File: src/rtl/param_up_dn_counter.sv
// Bounded up/down counter with load, saturate-or-wrap behaviour and runtime limits.
// Counter and the Wrapped/Sat pulses are registered; High/Low/Err decode combinationally.
module param_up_dn_counter #(
    parameter int WIDTH  = 5,
    parameter int STEP_W = 3
) (
    input  logic              clk,
    input  logic              rst,
    input  logic              LOAD,
    input  logic [WIDTH-1:0]  IN,
    input  logic              Up,
    input  logic              Down,
    input  logic              Enable,
    input  logic [STEP_W-1:0] Step,
    input  logic [WIDTH-1:0]  Min_Lim,
    input  logic [WIDTH-1:0]  Max_Lim,
    input  logic              Wrap,
    output logic [WIDTH-1:0]  Counter,
    output logic              High,
    output logic              Low,
    output logic              Wrapped,
    output logic              Sat,
    output logic              Err
);

    // One extra bit over the widest operand so sums and range never overflow.
    localparam int EW = ((STEP_W > WIDTH) ? STEP_W : WIDTH) + 1;

    logic [WIDTH-1:0] r_counter;
    logic             r_wrapped;
    logic             r_sat;

    logic [EW-1:0]    w_min;
    logic [EW-1:0]    w_max;
    logic [EW-1:0]    w_cnt;
    logic [EW-1:0]    w_range;
    logic [EW-1:0]    w_estep;
    logic [EW-1:0]    w_sum;
    logic [EW-1:0]    w_floor;
    logic [WIDTH-1:0] w_nextCount;
    logic             w_wrapEv;
    logic             w_satEv;

    assign w_min   = EW'(Min_Lim);
    assign w_max   = EW'(Max_Lim);
    assign w_cnt   = EW'(r_counter);
    assign w_range = w_max - w_min + EW'(1);
    assign w_estep = (EW'(Step) > w_range) ? w_range : EW'(Step);
    assign w_sum   = w_cnt + w_estep;
    assign w_floor = w_min + w_estep;

    assign Err     = (Min_Lim > Max_Lim);
    assign High    = (r_counter == Max_Lim);
    assign Low     = (r_counter == Min_Lim);
    assign Counter = r_counter;
    assign Wrapped = r_wrapped;
    assign Sat     = r_sat;

    // Priority: error hold, load, realign, down, up; a zero step falls through as hold.
    always_comb begin
        w_nextCount = r_counter;
        w_wrapEv    = 1'b0;
        w_satEv     = 1'b0;
        if (!Err) begin
            if (LOAD) begin
                if (IN < Min_Lim) begin
                    w_nextCount = Min_Lim;
                    w_satEv     = 1'b1;
                end else if (IN > Max_Lim) begin
                    w_nextCount = Max_Lim;
                    w_satEv     = 1'b1;
                end else begin
                    w_nextCount = IN;
                end
            end else if (r_counter > Max_Lim) begin
                w_nextCount = Max_Lim;
                w_satEv     = 1'b1;
            end else if (r_counter < Min_Lim) begin
                w_nextCount = Min_Lim;
                w_satEv     = 1'b1;
            end else if (Enable && Down) begin
                if (w_cnt >= w_floor) begin
                    w_nextCount = WIDTH'(w_cnt - w_estep);
                end else if (Wrap) begin
                    w_nextCount = WIDTH'(w_max - (w_floor - w_cnt - EW'(1)));
                    w_wrapEv    = 1'b1;
                end else begin
                    w_nextCount = Min_Lim;
                    w_satEv     = 1'b1;
                end
            end else if (Enable && Up) begin
                if (w_sum <= w_max) begin
                    w_nextCount = WIDTH'(w_sum);
                end else if (Wrap) begin
                    w_nextCount = WIDTH'(w_min + (w_sum - w_max - EW'(1)));
                    w_wrapEv    = 1'b1;
                end else begin
                    w_nextCount = Max_Lim;
                    w_satEv     = 1'b1;
                end
            end
        end
    end

    always_ff @(posedge clk or posedge rst) begin
        if (rst) begin
            r_counter <= '0;
            r_wrapped <= 1'b0;
            r_sat     <= 1'b0;
        end else begin
            r_counter <= w_nextCount;
            r_wrapped <= w_wrapEv;
            r_sat     <= w_satEv;
        end
    end

endmodule

File: config.mk
export PLATFORM = sky130hd
export DESIGN_NAME = param_up_dn_counter
export DESIGN_NICKNAME = d
export VERILOG_FILES = /design/src/rtl/param_up_dn_counter.sv
export SDC_FILE = /design/constraint.sdc
export NUM_CORES = 1
export LEC_CHECK = 0
export BUFFER_PORTS_ARGS = -buffer_cell sky130_fd_sc_hd__buf_2
export CORE_AREA = 2 2 87 89
export CTS_BUF_LIST = sky130_fd_sc_hd__clkbuf_8
export CTS_CLUSTER_DIAMETER = 120
export CTS_CLUSTER_SIZE = 25
export DETAILED_ROUTE_END_ITERATION = 16
export DIE_AREA = 0 0 89 91
export PLACE_DENSITY = 0.54
export SYNTH_ARGS = -nofsm -noshare
export SYNTH_HDL_FRONTEND = slang
export SYNTH_SLANG_ARGS = --single-unit
export TNS_END_PERCENT = 100
File: constraint.sdc
create_clock -name clk -period 4.4 [get_ports clk]
set_clock_uncertainty 0.2 [all_clocks]
set_input_delay 0.66 -clock clk [delete_from_list [all_inputs] [get_ports clk]]
set_output_delay 0.66 -clock clk [all_outputs]
set_load 0.005 [all_outputs]
# --- Word-level counts from Yosys, hierarchy flattened ---
# Index checks and enable logic that the tools add are counted.
classes:
  add_sub_neg: 11
  mul: 0
  n_div: 0
  magnitude_cmp: 8
  n_eq_ne: 2
  shift: 0
  muxes: 32
  bitwise: 1
  n_reduce_logical: 4
op_table:
  columns: ["cell", "n"]
  rows:
  - ["5-bit 2-to-1 mux", 11]
  - ["1-bit 2-to-1 mux", 20]
  - ["5-bit subtractor", 4]
  - ["5-bit greater-than comparator", 3]
  - ["5-bit by 6-bit adder with 6-bit output", 2]
  - ["5-bit equality test", 2]
  - ["5-bit less-than comparator", 2]
  - ["5-bit by 1-bit subtractor with 5-bit output, second input constant", 2]
  - ["6-bit by 1-bit adder with 6-bit output, second input constant", 1]
  - ["5-bit by 6-bit >= comparator with 1-bit output", 1]
  - ["3-bit by 6-bit greater-than comparator with 1-bit output", 1]
  - ["6-bit by 5-bit <= comparator with 1-bit output", 1]
  - ["6-bit 2-to-1 mux", 1]
  - ["5-bit by 5-bit subtractor with 6-bit output", 1]
  - ["5-bit adder", 1]
  - ["5-bit nonzero test", 1]
  - ["1-bit logical AND", 2]
  - ["2-bit AND reduction", 1]
  - ["1-bit NOT", 1]
word_totals:
  reg_bits: 7
  latchBits: 0
  ram_bits: 0
  mem_bits_ro: 0
  out_inout_bits: 10
  memories: 0

# --- Longest topological paths before layout ---
# Gate-level depths: netlist (run 1).
depth:
  word_depth: 15
  depth_mapped: 26

# --- Worst setup path after synthesis (run 1) ---
# Ideal clock, no wire load.
synth_timing:
  path_type: "input-to-reg"
  startpoint: "input port Max_Lim[1]"
  endpoint: "register r_counter[3], in the netlist Counter[3]"
  setup_time_ns: 0.135
  arrival_ns: 5.435
  setup_slack_ns: -1.370
  path_stages: 25
  path_cell_list: "inv_1 -> ha_1 -> inv_1 -> ha_1 -> ha_1 -> a21o_2 -> maj3_1 -> nand3b_1 -> o21ai_1 -> and3b_4 -> o21ai_4 -> mux2_4 -> ha_1 -> fa_1 -> xor2_1 -> fa_1 -> inv_1 -> fa_1 -> xnor2_1 -> nand2_1 -> o21ai_0 -> mux2i_1 -> mux2i_1 -> a221oi_1 -> o22ai_1"
synth_via:
  elab_chain_len: 15
  elab_cells_between_ends: 32
synth_lines:
  columns: ["element", "line_no", "source"]
  rows:
  - ["start: declaration", "16", "input logic [WIDTH-1:0] Max_Lim,"]
  - ["5-bit by 5-bit subtractor with 6-bit output", "47", "assign w_range = w_max - w_min + EW'(1);"]
  - ["6-bit by 1-bit adder with 6-bit output", "47", null]
  - ["3-bit by 6-bit greater-than comparator with 1-bit output", "48", "assign w_estep = (EW'(Step) > w_range) ? w_range : EW'(Step);"]
  - ["6-bit 2-to-1 mux", "48", null]
  - ["5-bit by 6-bit adder with 6-bit output", "49", "assign w_sum = w_cnt + w_estep;"]
  - ["5-bit subtractor", "95", "w_nextCount = WIDTH'(w_min + (w_sum - w_max - EW'(1)));"]
  - ["5-bit by 1-bit subtractor with 5-bit output", "95", null]
  - ["5-bit adder", "95", null]
  - ["5-bit 2-to-1 mux", "94", "end else if (Wrap) begin"]
  - ["5-bit 2-to-1 mux", "92", "if (w_sum <= w_max) begin"]
  - ["5-bit 2-to-1 mux", "91", "end else if (Enable && Up) begin"]
  - ["5-bit 2-to-1 mux", "81", "end else if (Enable && Down) begin"]
  - ["5-bit 2-to-1 mux", "78", "end else if (r_counter < Min_Lim) begin"]
  - ["5-bit 2-to-1 mux", "75", "end else if (r_counter > Max_Lim) begin"]
  - ["5-bit 2-to-1 mux", "65", "if (LOAD) begin"]
  - ["end signal: assignment", "111", "r_counter <= w_nextCount;"]
  - ["end: declaration", "29", "logic [WIDTH-1:0] r_counter;"]
# Parallel ways exist; a longest one is shown, timed or not. The select of a mux whose other input is x is not followed.
# A chain may end at the register's enable or synchronous reset.

# --- Worst setup path after layout (run 1) ---
# Same ends and word-level chain as after synthesis.

==> results.tsv, run 1 <==
metric	value	unit
Clock transition at path regs	0.04	ns
Cells after Synth	334	
Via density	5.20	
P_int	1.32	mW
Flop pwr share	0.061	
Top cell by count, worst path	ha_4	
routed len/inst	16.5	µm
Psw	1.22	mW
Clock power frac	0.034	
Initial Util	0.388	
Max Slew Vio Count	0	
drt total wl	8.81	mm
failing checks	negative setup slack	
num rows	31	
clock tree sinks	7	
P_leak	1.96	nW
crit path buf inv count	4	
Min Clock Period, post-route	5.69	ns
Area growth syn-to-layout	41.2	%
Synth area leaders	ha_1 30%, fa_1 8.7%, dfrtp_1 6.3%, xnor2_1 5.4%, inv_1 4.9%	
total vias in the final route	2780	
CP startpoint kind	primary input	
CTS tree	yes	
chip width	89	µm
DR pass1 iterations	4	
Syn Area/Cell	8.29	µm²
setup TNS	-7.47	ns
die footprint	8100	µm²
Worst EP required	4.28	ns
nets	540	
port buffer count	34	
GRT Total Usage	0.224	
Worst VDD drop	0.000213	V
Iter 0 DRT Violations	126	
fin crit share	1.29	
cts hold-fix bufs	0	
Switching Share	0.480	
diode count	0	
setup ws final	-1.29	ns
top cell type's share of synthesized area	0.298	
gpl congestion	0.920	
status	finished with violations	
initial antenna violation count	0	
vias in the first global route	2817	
CP top delay family	adder cells	
Post-route DRC	0	
Power Dens Cells	647	nW/µm²
share of layout cells above drive strength 1	0.381	
crit end category	register	
Final HPWL DP	7.51	mm
chip height	91	µm
placed inst area	3580	µm²
Hold Path Class	primary input to asynchronous set/reset pin	
hold violation total from the final report	0	
Slew @ Worst Pin	0.577	ns
core area	7140	µm²
clk root buf	clkbuf_8	
Post-Place Setup Slack	-1.69	ns
WS Path Type	primary input to register	
Main synth FF type	dfrtp_1	
total CTS buffers	3	
io pins	35	
clk buf depth	2	
Slew Limit Headroom	0.614	
Synth area leader	ha_1	
first-pass GRT wire length	14.0	mm
largest net degree at the start of global routing	16	
Mapped Area	2770	µm²
Comb power frac	0.905	
CP max stage cell	fa_1	
GRT overflow	0	
Clk Latency, worst-skew pair	0.22	ns
Largest stage delay, worst path	0.52	ns
sequential element share of the synthesized area	0.0632	
Routed Antenna Nets	0	
async set-reset flop share out of synthesis	1.00	
Seq cells post-synth	7	
Worst Path Arrival	5.57	ns
post-synth cell types	47	
CTS H-tree lvls	1	
final core utilization	0.548	
Finished Cell Area	3910	µm²
number of max-cap violations	0	
Post-synth EDFFs	0	
fmax	176	MHz
Final setup viols	7	
peak fanout along the critical path	3	
Yosys warning count	0	
RSZ-0062 raised after global routing	true	
-- Yosys cell counts (4+ instances only) --
master	instances
mux2_2	7
a31oi_1	6
dfrtp_1	7
nor2_1	20
inv_1	36
mux2i_1	10
a21o_1	10
a211oi_1	6
ha_1	66
xnor2_1	17
a21oi_1	23
fa_1	12
nand3_1	12
clkbuf_1	4
o21ai_0	13
xor2_1	5
nand2_1	29
-- power groups by stage --
stage	registers [mW]	clock network (mW)	logic, mW
after floorplan	0.147	0	1.22
after global placement	0.154	0	1.85
after detailed placement	0.153	0	1.89
after CTS	0.154	0.0874	2.04
after global routing	0.158	0.0909	2.50
final	0.154	0.0871	2.29
-- cell type report --
class / count / area, µm²
clock buffers: 3 / 41.3
clock inverters: 1 / 3.75
fillers: 712 / 3220
inverters: 36 / 141
multi-input cells: 288 / 2730
flip-flops and latches: 7 / 175
well taps: 99 / 124
repair buffers: 101 / 702
-- worst paths after layout --
check / from / end / slack, ns / cells after the start
setup reg to reg: Counter[0] / Counter[3] / 0.77 / 13
max in group asynchronous: rst / Sat / 3.63 / 2
hold reg to reg: Counter[0] / Counter[0] / 0.49 / 2
min in group clk: Counter[0] / Counter[0] / 0.49 / 2
setup / recovery: Max_Lim[1] / Counter[3] / -1.29 / 26
hold / removal: rst / Counter[2] / 0.16 / 2
-- registers in the layout (all words and copies together) (netlist names) --
| signal | flops |
|---|---|
| Wrapped | 1 |
| Sat | 1 |
| Counter | 5 |
-- per-layer routing --
layer / part of all wire / routed length (µm) / GRT usage / vias up
li1: - / - / - / 1393
met2: 0.50 / 4420 / 0.389 / 61
met4: 0.024 / 211 / 0.0746 / 0
met1: 0.44 / 3900 / 0.286 / 1314
met5: 0 / 0 / 0 / -
met3: 0.031 / 274 / 0.0182 / 12
-- worst register-to-register path: stages (launching register included) --
cell and delay [ns]:
dfrtp_1 0.49, ha_4 0.19, fa_2 0.47, fa_1 0.52, ha_2 0.19, inv_2 0.04, fa_2 0.35, xnor2_2 0.15
nand2_1 0.07, o21ai_1 0.06, mux2i_1 0.23, mux2i_1 0.15, a221oi_2 0.26, o22ai_1 0.11
-- cells in the final DEF, fill, tap and decap left out, drive strengths merged, types with 3 or more instances in the layout --
cell type	n
a21o	11
buf	101
conb	3
dfrtp	7
o211ai	3
nand2	29
ha	66
xnor2	17
o21ai	16
clkbuf	3
nand2b	3
xor2	5
maj3	3
a211oi	6
a21oi	26
mux2i	10
nand3	12
inv	36
a31oi	6
mux2	10
o2111ai	3
o22ai	3
nor2	20
fa	12
-- logic make-up after synthesis --
kind of cell / after synthesis / synth area share
AOI/OAI and AO/OA: 88 / 0.211
adders and majority gates: 81 / 0.397
buffers and inverters: 40 / 0.0542
muxes: 20 / 0.0809
DFF: 7 / 0.0632
other: 2 / 0.00271
xor gates and xnor gates: 22 / 0.0696
and+or+nand+nor: 74 / 0.121
-- timing repair --
item                       CTS  global route
pin swaps                   30            19
setup endpoints to repair    7             7
resized for setup           26            20
buffers inserted             6             4
-- stage by stage --
step | std cells | total power [mW] | hold slack, ns
6_report | 535 | 2.53 | 0.158
3_5_place_dp | 523 | 2.04 | 0.406
2_1_floorplan | 335 | 1.37 | 0.263
3_3_place_gp | 523 | 2.01 | 0.413
5_1_grt | 535 | 2.75 | 0.190
4_1_cts | 532 | 2.28 | 0.169
Note: power is estimated with default switching activity, not from simulation.
==> run 2, diff against run 1 <==
Settings changed: CORE_AREA 2 2 87 89 to 2 2 73 75, DIE_AREA 0 0 89 91 to 0 0 75 77, GPL_TIMING_DRIVEN set to 0, PLACE_DENSITY 0.54 to 0.74.
==> results.tsv, run 2 (synthesis results as in run 1) <==
metric	value	unit	change
setup ws final	-1.37	ns	was -1.29 ns
port buffer count	33		was 34
Iter 0 DRT Violations	355		was 126
most common cell after layout, fill and taps aside	ha_1		was buf_4
clock tree sinks	7		unchanged
peak fanout along the critical path	3		unchanged
Routed Antenna Nets	0		unchanged
hold violation total from the final report	0		unchanged
cts hold-fix bufs	0		unchanged
Psw	1.18	mW	was 1.22 mW
Post-Place Setup Slack	-1.98	ns	was -1.69 ns
met1 GRT Util	0.414		was 0.286
die footprint	5780	µm²	was 8100 µm²
io pins	35		unchanged
chip height	77	µm	was 91 µm
Worst Path Arrival	5.66	ns	was 5.57 ns
gpl congestion	0.928		was 0.920
chip width	75	µm	was 89 µm
CTS H-tree lvls	1		unchanged
CP max stage cell	fa_1		unchanged
Clk Latency, worst-skew pair	0.23	ns	was 0.22 ns
CTS tree	yes		unchanged
P_int	1.15	mW	was 1.32 mW
first-pass GRT wire length	13.2	mm	was 14.0 mm
fmax	173	MHz	was 176 MHz
Via density	5.87		was 5.20
r2r startpoint	Counter[1]		was Counter[0]
vias in the first global route	2739		was 2817
status	finished with violations		unchanged
Hold Path Class	primary input to asynchronous set/reset pin		unchanged
Switching Share	0.505		was 0.480
worst reg2reg endpoint	Counter[3]		unchanged
Flop pwr share	0.077		was 0.061
final core utilization	0.719		was 0.548
number of max-cap violations	0		unchanged
commonest non-fill, non-tap cells in the layout	57 x ha_1, 31 x inv_1, 29 x buf_2		was 62 x buf_4, 58 x ha_1, 33 x inv_1, 33 x buf_2, 26 x nand2_1
RSZ-0062 raised after global routing	true		unchanged
GRT busiest layer	met2		unchanged
Max Slew Vio Count	0		unchanged
Slew Limit Headroom	0.399		was 0.614
Top cell by count, worst path	ha_4		unchanged
CP startpoint kind	primary input		unchanged
largest net degree at the start of global routing	12		was 16
GRT met3 Usage	0.00788		was 0.0182
diode count	0		unchanged
Clock transition at path regs	0.05	ns	was 0.04 ns
Clock power frac	0.040		was 0.034
GRT overflow	0		unchanged
failing checks	negative setup slack		unchanged
crit end category	register		unchanged
total CTS buffers	3		unchanged
Initial Util	0.557		was 0.388
max reg flops	5		unchanged
total vias in the final route	2728		was 2780
share of layout cells above drive strength 1	0.314		was 0.381
clk root buf	clkbuf_8		unchanged
Final setup viols	7		unchanged
Largest stage delay, worst path	0.48	ns	was 0.52 ns
drt total wl	8.24	mm	was 8.81 mm
fin crit share	1.31		was 1.29
initial antenna violation count	0		unchanged
worst-case reg-to-reg path depth	12		was 13
FF-to-FF setup slack	0.69	ns	was 0.77 ns
Final HPWL DP	6.14	mm	was 7.51 mm
Worst VDD drop	0.000434	V	was 0.000213 V
WS Path Type	primary input to register		unchanged
Area growth syn-to-layout	29.2	%	was 41.2%
met2 GRT Util	0.504		was 0.389
Post-route DRC	0		unchanged
num rows	26		was 31
Worst EP required	4.29	ns	was 4.28 ns
DR pass1 iterations	4		unchanged
Slew @ Worst Pin	0.895	ns	was 0.577 ns
Min Clock Period, post-route	5.77	ns	was 5.69 ns
Power Dens Cells	652	nW/µm²	was 647 nW/µm²
core area	4980	µm²	was 7140 µm²
GRT Total Usage	0.299		was 0.224
routed len/inst	17.7	µm	was 16.5 µm
P_leak	1.74	nW	was 1.96 nW
nets	499		was 540
clk buf depth	2		unchanged
Comb power frac	0.883		was 0.905
[run 2: worst max-delay path by stage]
| stage | startpoint | to | slack (ns) |
|---|---|---|---|
| after floorplan | Max_Lim[1] | Counter[3] | -1.24 |
| after global placement | Max_Lim[1] | Counter[3] | -1.95 |
| after detailed placement | Max_Lim[1] | Counter[3] | -1.98 |
| after CTS | Max_Lim[1] | Counter[3] | -1.30 |
| after global routing | Max_Lim[1] | Counter[4] | -1.53 |
| final | Max_Lim[1] | Counter[4] | -1.37 |
[run 2: area by class of cell]
cell class / count / area (µm²)
buffer: 4 / 15.0
clock buffer: 3 / 41.3
clock inverter: 1 / 3.75
fill: 374 / 1400
inverter: 36 / 141
multi-input combinational: 288 / 2730
sequential: 7 / 175
tap: 70 / 87.6
timing repair buffer: 56 / 383
[run 2: stage by stage]
step / instance area [µm²] / setup TNS (ns) / hold slack (ns) / total power, mW / instances
5_1_grt: 3580 / -9.50 / 0.185 / 2.55 / 465
6_report: 3580 / -8.07 / 0.144 / 2.33 / 465
3_5_place_dp: 3120 / -12.58 / 0.397 / 1.75 / 438
4_1_cts: 3410 / -7.78 / 0.156 / 2.08 / 457
2_1_floorplan: 2860 / -7.25 / 0.263 / 1.37 / 335
3_3_place_gp: 3120 / -12.08 / 0.384 / 1.71 / 438
[run 2: per-layer routing]
metal  part of all wire  vias to the layer above  wire (µm)
met2               0.48                       90       3960
met4              0.020                        0        166
li1                   -                     1316          -
met5                  0                        -          0
met1               0.45                     1305       3700
met3              0.050                       17        408
[run 2: power by group through the flow]
stage | clock [mW] | sequential (mW) | combinational, mW
after global routing | 0.0967 | 0.186 | 2.26
after global placement | 0 | 0.170 | 1.54
after detailed placement | 0 | 0.172 | 1.58
final | 0.0940 | 0.179 | 2.06
after floorplan | 0 | 0.147 | 1.22
after CTS | 0.0922 | 0.172 | 1.82
[run 2: timing repair]
action | 4_1_cts | 5_1_grt
cloned | 0 | 0
pin swaps | 36 | 12
setup endpoints to repair | 7 | 7
buffers inserted | 15 | 8
resized for setup | 28 | 22
[run 2: worst max-delay path: cells and delay by family]
family	cells	cell delay, ns
buf+inv	3	0.25
simple gates	3	0.49
compound gates	9	1.27
mux	1	0.35
fa+ha+maj	8	2.28
xor+xnor	2	0.36
==> run 3, diff against run 2 <==
Settings changed: CORE_AREA 2 2 73 75 to 3 3 74 76, DIE_AREA 0 0 75 77 to 0 0 77 79.
==> results.tsv, run 3 (synthesis results as in run 1) <==
metric	value	unit	change
Finished Cell Area	3530	µm²	was 3580 µm²
routed len/inst	17.8	µm	was 17.7 µm
total vias in the final route	2736		was 2728
largest net degree at the start of global routing	12		unchanged
Critical Path Start	Max_Lim[1]		unchanged
r2r startpoint	Counter[2]		was Counter[1]
diode count	0		unchanged
clock tree sinks	7		unchanged
Final Non-Filler Cells	458		was 465
crit end category	register		unchanged
Initial Util	0.579		was 0.557
Post-route DRC	0		unchanged
Final setup viols	7		unchanged
CP startpoint kind	primary input		unchanged
port buffer count	33		unchanged
P_int	1.12	mW	was 1.15 mW
Slew @ Worst Pin	0.834	ns	was 0.895 ns
num rows	25		was 26
setup ws final	-1.41	ns	was -1.37 ns
Comb power frac	0.881		was 0.883
chip height	79	µm	was 77 µm
Routed Antenna Nets	0		unchanged
max reg flops	5		unchanged
die footprint	6080	µm²	was 5780 µm²
P_leak	1.71	nW	was 1.74 nW
CTS H-tree lvls	1		unchanged
fmax	172	MHz	was 173 MHz
peak fanout along the critical path	4		was 3
DR pass1 iterations	5		was 4
Top cell by count, worst path	ha_4		unchanged
cts hold-fix bufs	0		unchanged
chip width	77	µm	was 75 µm
Switching Share	0.505		about the same
setup TNS	-8.59	ns	was -8.07 ns
clk buf depth	2		unchanged
Clock power frac	0.041		was 0.040
hold violation total from the final report	0		unchanged
failing checks	negative setup slack		unchanged
Design Power	2.25	mW	was 2.33 mW
Flop pwr share	0.078		was 0.077
status	finished with violations		unchanged
Worst EP required	4.30	ns	was 4.29 ns
Hold Path Class	primary input to asynchronous set/reset pin		unchanged
Power Dens Cells	637	nW/µm²	was 652 nW/µm²
GRT Total Usage	0.274		was 0.299
CP max stage cell	fa_1		unchanged
Max Slew Vio Count	0		unchanged
Via density	5.97		was 5.87
RSZ-0062 raised after global routing	true		unchanged
Iter 0 DRT Violations	185		was 355
commonest non-fill, non-tap cells in the layout	55 x ha_1, 30 x inv_1, 29 x buf_2		was 57 x ha_1, 31 x inv_1, 29 x buf_2
Clk Latency, worst-skew pair	0.23	ns	about the same
initial antenna violation count	0		unchanged
core area	4790	µm²	was 4980 µm²
first-pass GRT wire length	13.3	mm	was 13.2 mm
Inst Count DP	435		was 438
number of max-cap violations	0		unchanged
clk root buf	clkbuf_8		unchanged
nets	495		was 499
Worst VDD drop	0.000465	V	was 0.000434 V
most common cell after layout, fill and taps aside	ha_1		unchanged
placed inst area	3110	µm²	was 3120 µm²
Final HPWL DP	6.33	mm	was 6.14 mm
total CTS buffers	3		unchanged
Area growth syn-to-layout	27.6	%	was 29.2%
Psw	1.14	mW	was 1.18 mW
GRT overflow	0		unchanged
gpl congestion	0.908		was 0.928
vias in the first global route	2684		was 2739
Slew Limit Headroom	0.440		was 0.399
CTS tree	yes		unchanged
Largest stage delay, worst path	0.48	ns	about the same
Worst Path Arrival	5.71	ns	was 5.66 ns
share of layout cells above drive strength 1	0.302		was 0.314
fin crit share	1.32		was 1.31
Clock transition at path regs	0.04	ns	was 0.05 ns
Post-Place Setup Slack	-2.04	ns	was -1.98 ns
io pins	35		unchanged
WS Path Type	primary input to register		unchanged
drt total wl	8.15	mm	was 8.24 mm
Min Clock Period, post-route	5.81	ns	was 5.77 ns
==> run 3: final timing paths <==
path	end	slack [ns]	depth (start not counted)
min in group clk	Counter[0]	0.52	2
setup reg to reg	Counter[4]	0.77	13
max in group asynchronous	Sat	3.63	2
hold / removal	Counter[1]	0.15	2
hold reg to reg	Counter[0]	0.52	2
setup / recovery	Counter[4]	-1.41	25
==> run 3: final cells by class <==
| cell class | count | area [µm²] |
|---|---|---|
| plain buffers | 4 | 15.0 |
| clock buffers | 3 | 41.3 |
| fillers | 369 | 1250 |
| well taps | 67 | 83.8 |
| clock inverters | 1 | 5.00 |
| inverters | 36 | 145 |
| multi-input cells | 288 | 2740 |
| flip-flops and latches | 7 | 175 |
| repair buffers | 52 | 333 |
==> run 3: routing by layer <==
| metal | global-route usage | vias to the layer above | wire (µm) |
|---|---|---|---|
| met2 | 0.495 | 116 | 3910 |
| met3 | 0.0295 | 24 | 600 |
| li1 | - | 1306 | - |
| met5 | 0 | - | 0 |
| met4 | 0.0338 | 0 | 138 |
| met1 | 0.365 | 1290 | 3500 |
==> run 3: metrics by stage <==
step / hold WS, ns / util
finish: 0.152 / 0.739
global route: 0.181 / 0.739
CTS: 0.159 / 0.712
detailed placement: 0.404 / 0.650
global placement: 0.392 / 0.650
floorplan: 0.263 / -
==> run 3: power by group through the flow <==
stage / combinational [mW] / sequential [mW] / clock (mW)
floorplan: 1.22 / 0.147 / 0
global placement: 1.54 / 0.170 / 0
detailed placement: 1.58 / 0.172 / 0
CTS: 1.81 / 0.171 / 0.0920
global route: 2.20 / 0.182 / 0.0998
finish: 1.98 / 0.175 / 0.0932
==> run 3: critical path: cells and delay by family <==
kind	cells	cell delay, ns
adder cells (fa/ha/maj)	8	2.48
XOR/XNOR	3	0.49
multiplexers	1	0.35
AO/OA/AOI/OAI	8	1.24
buffers and inverters	3	0.27
AND/OR/NAND/NOR	2	0.19
==> run 3: timing repair <==
action,CTS,global route
setup buffers,16,3
pin swaps,26,22
endpoints found under the setup margin,7,7
resized for setup,26,16
